### src/rtl/alu_pkg.sv
// Shared definitions for the ALU result path: opcode encodings, default
// data width and the packed result-entry layout.
package alu_pkg;

    localparam int ALU_WIDTH = 4;

    localparam logic [2:0] OP_ADD = 3'b000;
    localparam logic [2:0] OP_SUB = 3'b001;
    localparam logic [2:0] OP_NOT = 3'b010;
    localparam logic [2:0] OP_AND = 3'b011;
    localparam logic [2:0] OP_OR  = 3'b100;
    localparam logic [2:0] OP_XOR = 3'b101;
    localparam logic [2:0] OP_LT  = 3'b110;
    localparam logic [2:0] OP_EQ  = 3'b111;

    // One captured ALU result at the default width; field order matches the
    // bit packing used by alu_result_pipe for its storage words.
    typedef struct packed {
        logic [2:0]           op;
        logic [ALU_WIDTH-1:0] f;
        logic                 zero;
        logic                 over;
        logic                 cout;
        logic                 less;
    } alu_res_t;

endpackage

### src/rtl/alu_res_fifo.sv
// Small synchronous FIFO: storage array, read/write pointers and occupancy
// count. The head word is read combinationally so a write into an empty FIFO
// is visible right after the writing edge. Pointers wrap naturally because
// DEPTH is a power of two.
module alu_res_fifo #(
    parameter int DW    = 11,
    parameter int DEPTH = 4
) (
    input  logic                     clk,
    input  logic                     rst_n,
    input  logic                     wr_en,
    input  logic [DW-1:0]            wr_data,
    input  logic                     rd_en,
    output logic [DW-1:0]            rd_data,
    output logic [$clog2(DEPTH):0]   count
);

    localparam int AW = $clog2(DEPTH);
    localparam int CW = AW + 1;

    logic [DW-1:0] mem_q [DEPTH];
    logic [AW-1:0] wr_ptr_q, wr_ptr_d;
    logic [AW-1:0] rd_ptr_q, rd_ptr_d;
    logic [CW-1:0] count_q, count_d;

    // Pointer and count update; simultaneous read and write leave count alone.
    always_comb begin
        wr_ptr_d = wr_ptr_q;
        rd_ptr_d = rd_ptr_q;
        count_d  = count_q;
        if (wr_en) begin
            wr_ptr_d = wr_ptr_q + AW'(1);
        end
        if (rd_en) begin
            rd_ptr_d = rd_ptr_q + AW'(1);
        end
        if (wr_en && !rd_en) begin
            count_d = count_q + CW'(1);
        end else if (rd_en && !wr_en) begin
            count_d = count_q - CW'(1);
        end
    end

    // Control state; stored data is left untouched by reset.
    always_ff @(posedge clk or negedge rst_n) begin
        if (!rst_n) begin
            wr_ptr_q <= '0;
            rd_ptr_q <= '0;
            count_q  <= '0;
        end else begin
            wr_ptr_q <= wr_ptr_d;
            rd_ptr_q <= rd_ptr_d;
            count_q  <= count_d;
        end
    end

    // Storage write; contents are don't-care until written.
    always_ff @(posedge clk) begin
        if (wr_en) begin
            mem_q[wr_ptr_q] <= wr_data;
        end
    end

    assign rd_data = mem_q[rd_ptr_q];
    assign count   = count_q;

endmodule

### src/rtl/alu_result_pipe.sv
// Registered stage behind the combinational ALU. Buffers results with their
// flags and opcode in alu_res_fifo, hands them out over valid/ready, and keeps
// sticky overflow/carry status for arithmetic opcodes.
// Optional consistency checker enabled with macro ALU_RES_CHECK_EN.
module alu_result_pipe
    import alu_pkg::*;
#(
    parameter int WIDTH = ALU_WIDTH,
    parameter int DEPTH = 4
) (
    input  logic                     clk,
    input  logic                     rst_n,
    input  logic                     in_valid,
    output logic                     in_ready,
    input  logic [2:0]               in_op,
    input  logic [WIDTH-1:0]         in_f,
    input  logic                     in_zero,
    input  logic                     in_over,
    input  logic                     in_cout,
    input  logic                     in_less,
    output logic                     out_valid,
    input  logic                     out_ready,
    output logic [2:0]               out_op,
    output logic [WIDTH-1:0]         out_f,
    output logic                     out_zero,
    output logic                     out_over,
    output logic                     out_cout,
    output logic                     out_less,
    output logic [$clog2(DEPTH):0]   count,
    output logic                     sticky_over,
    output logic                     sticky_cout,
    input  logic                     clr_sticky,
    output logic                     chk_err
);

    localparam int CW = $clog2(DEPTH) + 1;
    localparam int DW = WIDTH + 7;
    localparam logic [CW-1:0] FULL = CW'(DEPTH);

    logic [DW-1:0] wr_word;
    logic [DW-1:0] head_word;
    logic [CW-1:0] count_w;
    logic          push;
    logic          pop;
    logic          arith_op;

    logic          rdy_en_q, rdy_en_d;
    logic          sticky_over_q, sticky_over_d;
    logic          sticky_cout_q, sticky_cout_d;

    // in_ready stays low in reset and for the edge that releases it.
    assign in_ready  = rdy_en_q && (count_w != FULL);
    assign out_valid = (count_w != '0);
    assign push      = in_valid && in_ready;
    assign pop       = out_valid && out_ready;
    assign arith_op  = (in_op == OP_ADD) || (in_op == OP_SUB);

    assign wr_word = {in_op, in_f, in_zero, in_over, in_cout, in_less};

    alu_res_fifo #(
        .DW    (DW),
        .DEPTH (DEPTH)
    ) u_fifo (
        .clk     (clk),
        .rst_n   (rst_n),
        .wr_en   (push),
        .wr_data (wr_word),
        .rd_en   (pop),
        .rd_data (head_word),
        .count   (count_w)
    );

    // Head fields forced to zero when empty so outputs read 0 after reset.
    always_comb begin
        out_op   = '0;
        out_f    = '0;
        out_zero = 1'b0;
        out_over = 1'b0;
        out_cout = 1'b0;
        out_less = 1'b0;
        if (out_valid) begin
            {out_op, out_f, out_zero, out_over, out_cout, out_less} = head_word;
        end
    end

    // Sticky status: clear first, then a setting push overrides the clear.
    always_comb begin
        rdy_en_d      = 1'b1;
        sticky_over_d = clr_sticky ? 1'b0 : sticky_over_q;
        sticky_cout_d = clr_sticky ? 1'b0 : sticky_cout_q;
        if (push && arith_op && in_over) begin
            sticky_over_d = 1'b1;
        end
        if (push && arith_op && in_cout) begin
            sticky_cout_d = 1'b1;
        end
    end

    // Status registers.
    always_ff @(posedge clk or negedge rst_n) begin
        if (!rst_n) begin
            rdy_en_q      <= 1'b0;
            sticky_over_q <= 1'b0;
            sticky_cout_q <= 1'b0;
        end else begin
            rdy_en_q      <= rdy_en_d;
            sticky_over_q <= sticky_over_d;
            sticky_cout_q <= sticky_cout_d;
        end
    end

    assign count       = count_w;
    assign sticky_over = sticky_over_q;
    assign sticky_cout = sticky_cout_q;

`ifdef ALU_RES_CHECK_EN
    logic chk_err_q, chk_err_d;

    // Flag-consistency check on every push; only reset clears the error.
    always_comb begin
        chk_err_d = chk_err_q;
        if (push) begin
            if (in_zero != (in_f == '0)) begin
                chk_err_d = 1'b1;
            end
            if (((in_op == OP_LT) || (in_op == OP_EQ)) &&
                (in_f != {{(WIDTH-1){1'b0}}, in_less})) begin
                chk_err_d = 1'b1;
            end
        end
    end

    // Error latch.
    always_ff @(posedge clk or negedge rst_n) begin
        if (!rst_n) begin
            chk_err_q <= 1'b0;
        end else begin
            chk_err_q <= chk_err_d;
        end
    end

    assign chk_err = chk_err_q;
`else
    assign chk_err = 1'b0;
`endif

endmodule

### config.mk
export PLATFORM = sky130hd
export DESIGN_NAME = alu_result_pipe
export DESIGN_NICKNAME = d
export VERILOG_FILES = /design/src/rtl/alu_pkg.sv /design/src/rtl/alu_res_fifo.sv /design/src/rtl/alu_result_pipe.sv
export SDC_FILE = /design/constraint.sdc
export NUM_CORES = 1
export LEC_CHECK = 0
export CAP_MARGIN = 20
export CORE_MARGIN = 2
export CORE_UTILIZATION = 30
export CTS_BUF_LIST = sky130_fd_sc_hd__clkbuf_8
export CTS_CLUSTER_DIAMETER = 40
export DETAILED_ROUTE_END_ITERATION = 16
export DONT_BUFFER_PORTS = 1
export GPL_ROUTABILITY_DRIVEN = 0
export HOLD_SLACK_MARGIN = 0.08
export PLACE_DENSITY = 0.53
export SYNTH_ARGS = -nofsm -noshare
export SYNTH_HDL_FRONTEND = slang
export SYNTH_SLANG_ARGS = --single-unit
### constraint.sdc
create_clock -name clk -period 2.9 [get_ports clk]
set_clock_uncertainty 0.2 [all_clocks]
set_input_delay 0.435 -clock clk [delete_from_list [all_inputs] [get_ports clk]]
set_output_delay 0.435 -clock clk [all_outputs]
set_load 0.01 [all_outputs]
==> impl_metrics.csv <==
group,metric,value,unit
global_routing,grt_usage,10.6,%
synth,syn-num-nets,137,
detailed_routing,routed_via_density,4.33,
synth,yosysSeqAreaShare,71.5,%
worst_setup_path,endpoint_kind,"output port",
timing,timing.fmax,406,MHz
clock_network,cts_resized,0,
floorplan,die_h,89.6,um
global_routing,grt_max_degree,17,
worst_setup_path,timing.rr.end,"u_fifo.count[2]$_DFFE_PN0P_",
worst_setup_path,arrival,1.83,ns
worst_setup_path,worst-setup-path-type,"reg2out",
detailed_routing,vias,1009,
detailed_routing,drt-total-wl,3860,um
final_layout,fillers,688,
final_layout,drive_gt1_share,14.9,%
worst_setup_path,r2r_slack,0.48,ns
worst_setup_path,crit_required,2.27,ns
final_layout,num-nets-final,155,
clock_network,clock_sinks,54,
timing,rsz0062_at_grt,"false",
timing,tns,0,ns
global_routing,grt_overflow_total,0,
timing,finalWorstSetupSlack,0.435,ns
worst_hold_path,whs_endpoint,"u_fifo.rd_ptr_q[0]$_DFFE_PN0P_",
global_routing,antenna_found_initial,0,
clock_network,root_buffer,"clkbuf_8",
final_layout,layout_commonest_cell,"edfxtp_1",
detailed_routing,dr.pass1.iters,4,
placed_design,dpl.hpwl,2640,um
global_routing,grt_pass1_wl,6090,um
clock_network,cts_tree,"yes",
floorplan,floorplan.initialDensity,30.6,%
clock_network,cts_made_buffers,5,
final_layout,antenna-diode-count,0,
timing,hold_viol_final,0,
run,cap_violations,0,
final_layout,area_growth,17.6,%
run_status,status,"completed",
final_layout,layout_common_cells,"edfxtp_1, and2_1, dlygate4sd3_1",
synth,yosysUniqueCellTypes,23,
timing,worst_pin_slew,0.629,ns
worst_setup_path,reg2reg_from,"u_fifo.count[0]$_DFFE_PN0P_",
synth,yosys_warnings,0,
synth,yosys_register_bits,54,
worst_hold_path,hp-start,"out_ready",
worst_hold_path,min_path_cells,2,
floorplan,die_x,89.6,um
worst_setup_path,critPathMaxFanout,8,
timing,period_minus_slack,2.47,ns
floorplan,ios,35,
clock_network,clk_latency,0.30,ns
detailed_routing,wire_per_inst,16.6,um
clock_network,path_clk_slew,0.09,ns
floorplan,dieArea,8030,um2
placed_design,dp_worst_setup_slack,0.446,ns
detailed_routing,drtIter0Drc,79,
detailed_routing,antenna_left,0,
worst_setup_path,startpoint_type,"flop",
power,p_leak,0.893,nW
power,ir_worst_vdd,0.437,mV
timing,post-route-period-util,85.0,%
synth,synth_area,2200,um2
detailed_routing,drcViolationCount,0,
clock_network,htreeDepth,2,
worst_hold_path,worst_hold_path_type,"in2reg",
global_routing,first_global_vias,1211,
timing,setup_violations,0,
clock_network,cts_buffer_depth,2,
power,p_per_area,902,nW/um2
timing,slew_viol_final,0,
worst_setup_path,reg2regPathDepth,8,
floorplan,rows,31,
synth,synthesis.instances,115,
placed_design,port_buffers,0,
synth,syn_area_per_cell,19.1,um2
floorplan,core_area,7180,um2
timing,maxSlewHeadroom,58.1,%
[critical path, stage by stage, from the launching register on]
cell and delay [ns]:
dfrtp_1 0.58, buf_12 0.19, mux4_1 0.54, and2_1 0.21
[stage by stage]
stage / hold slack [ns] / instance area, um2 / cells / power, mW / util (%)
finish: 0.106 / 2580 / 233 / 2.33 / 36.0
global route: 0.100 / 2580 / 233 / 2.47 / 36.0
CTS: 0.0832 / 2570 / 232 / 2.37 / 35.9
detailed placement: -0.0603 / 2320 / 212 / 1.78 / 32.4
global placement: -0.0603 / 2320 / 212 / 1.73 / 32.4
floorplan: -0.0606 / 2200 / 115 / 1.60 / -
[layer usage]
metal / track usage, % / share of wire [%] / vias to the layer above
met2: 18.9 / 52 / 34
met3: 4.66 / 7.4 / 4
li1: - / - / 464
met1: 11.6 / 40 / 507
met4: 2.44 / 0.54 / 0
met5: 0 / 0 / -
[cells by family (layout without fill, tap and decap cells)]
group | count (synthesis) | in the layout | share of synthesized area, %
xor+xnor | 6 | 6 | 2.39
fa+ha+maj | 6 | 6 | 3.76
mux | 13 | 13 | 12.8
simple gates | 22 | 22 | 5.63
flops | 54 | 54 | 71.5
buf+inv | 8 | 27 | 1.93
compound gates | 4 | 4 | 1.65
other cells | 2 | 2 | 0.342
[timing repair]
item / in CTS / in global routing
buffers inserted: 0 / 0
hold endpoints to repair: 54 / 1
hold buffers: 12 / 1
[report_power, final]
group / internal, mW / switching [mW] / total (mW)
Combinational: 0.336 / 0.317 / 0.653
Sequential: 0.964 / 0.139 / 1.10
Clock: 0.341 / 0.233 / 0.575
[synth_stat cells]
library cell | instances | area share, %
a21boi_0 | 1 | 0.34
dfrtp_1 | 10 | 11
xor2_1 | 2 | 0.80
conb_1 | 2 | 0.34
nor2_1 | 3 | 0.51
mux4_2 | 8 | 8.2
edfxtp_1 | 44 | 60
ha_1 | 5 | 2.8
buf_4 | 1 | 0.34
or3_1 | 1 | 0.28
mux2_2 | 2 | 1.0
a32o_1 | 2 | 0.91
clkbuf_1 | 1 | 0.17
inv_1 | 4 | 0.68
buf_2 | 1 | 0.23
nand2_1 | 2 | 0.34
a21oi_2 | 1 | 0.40
nand3_1 | 1 | 0.23
buf_6 | 1 | 0.51
and2_1 | 15 | 4.3
xnor2_1 | 4 | 1.6
fa_1 | 1 | 0.91
mux4_1 | 3 | 3.6
[registers in the layout, indices dropped and copies added (netlist names)]
register,cells
sticky_over,1
u_fifo.mem_q,44
u_fifo.rd_ptr_q,2
u_fifo.count,3
rdy_en_q,1
sticky_cout,1
u_fifo.wr_ptr_q,2
[worst max-delay path by stage]
stage                                         startpoint                          end  slack (ns)
after CTS                 u_fifo.rd_ptr_q[0]$_DFFE_PN0P_                    out_op[2]        0.38
after global placement       u_fifo.count[0]$_DFFE_PN0P_  u_fifo.count[2]$_DFFE_PN0P_        0.66
after detailed placement     u_fifo.count[0]$_DFFE_PN0P_  u_fifo.count[2]$_DFFE_PN0P_        0.45
after floorplan              u_fifo.count[0]$_DFFE_PN0P_  u_fifo.count[2]$_DFFE_PN0P_        0.65
after global routing         u_fifo.count[0]$_DFFE_PN0P_  u_fifo.count[2]$_DFFE_PN0P_        0.29
final                     u_fifo.rd_ptr_q[0]$_DFFE_PN0P_                    out_op[2]        0.43
[cell type report]
cell class / count / area (um2) / share of cell area, %
flip-flops and latches: 54 / 1570 / 60.8
inverters: 4 / 15.0 / 0.581
clock buffers: 5 / 68.8 / 2.66
repair buffers: 15 / 158 / 6.10
well taps: 99 / 124 / 4.79
clock inverters: 3 / 63.8 / 2.47
multi-input cells: 53 / 584 / 22.6
(Power assumes the default switching activity.)
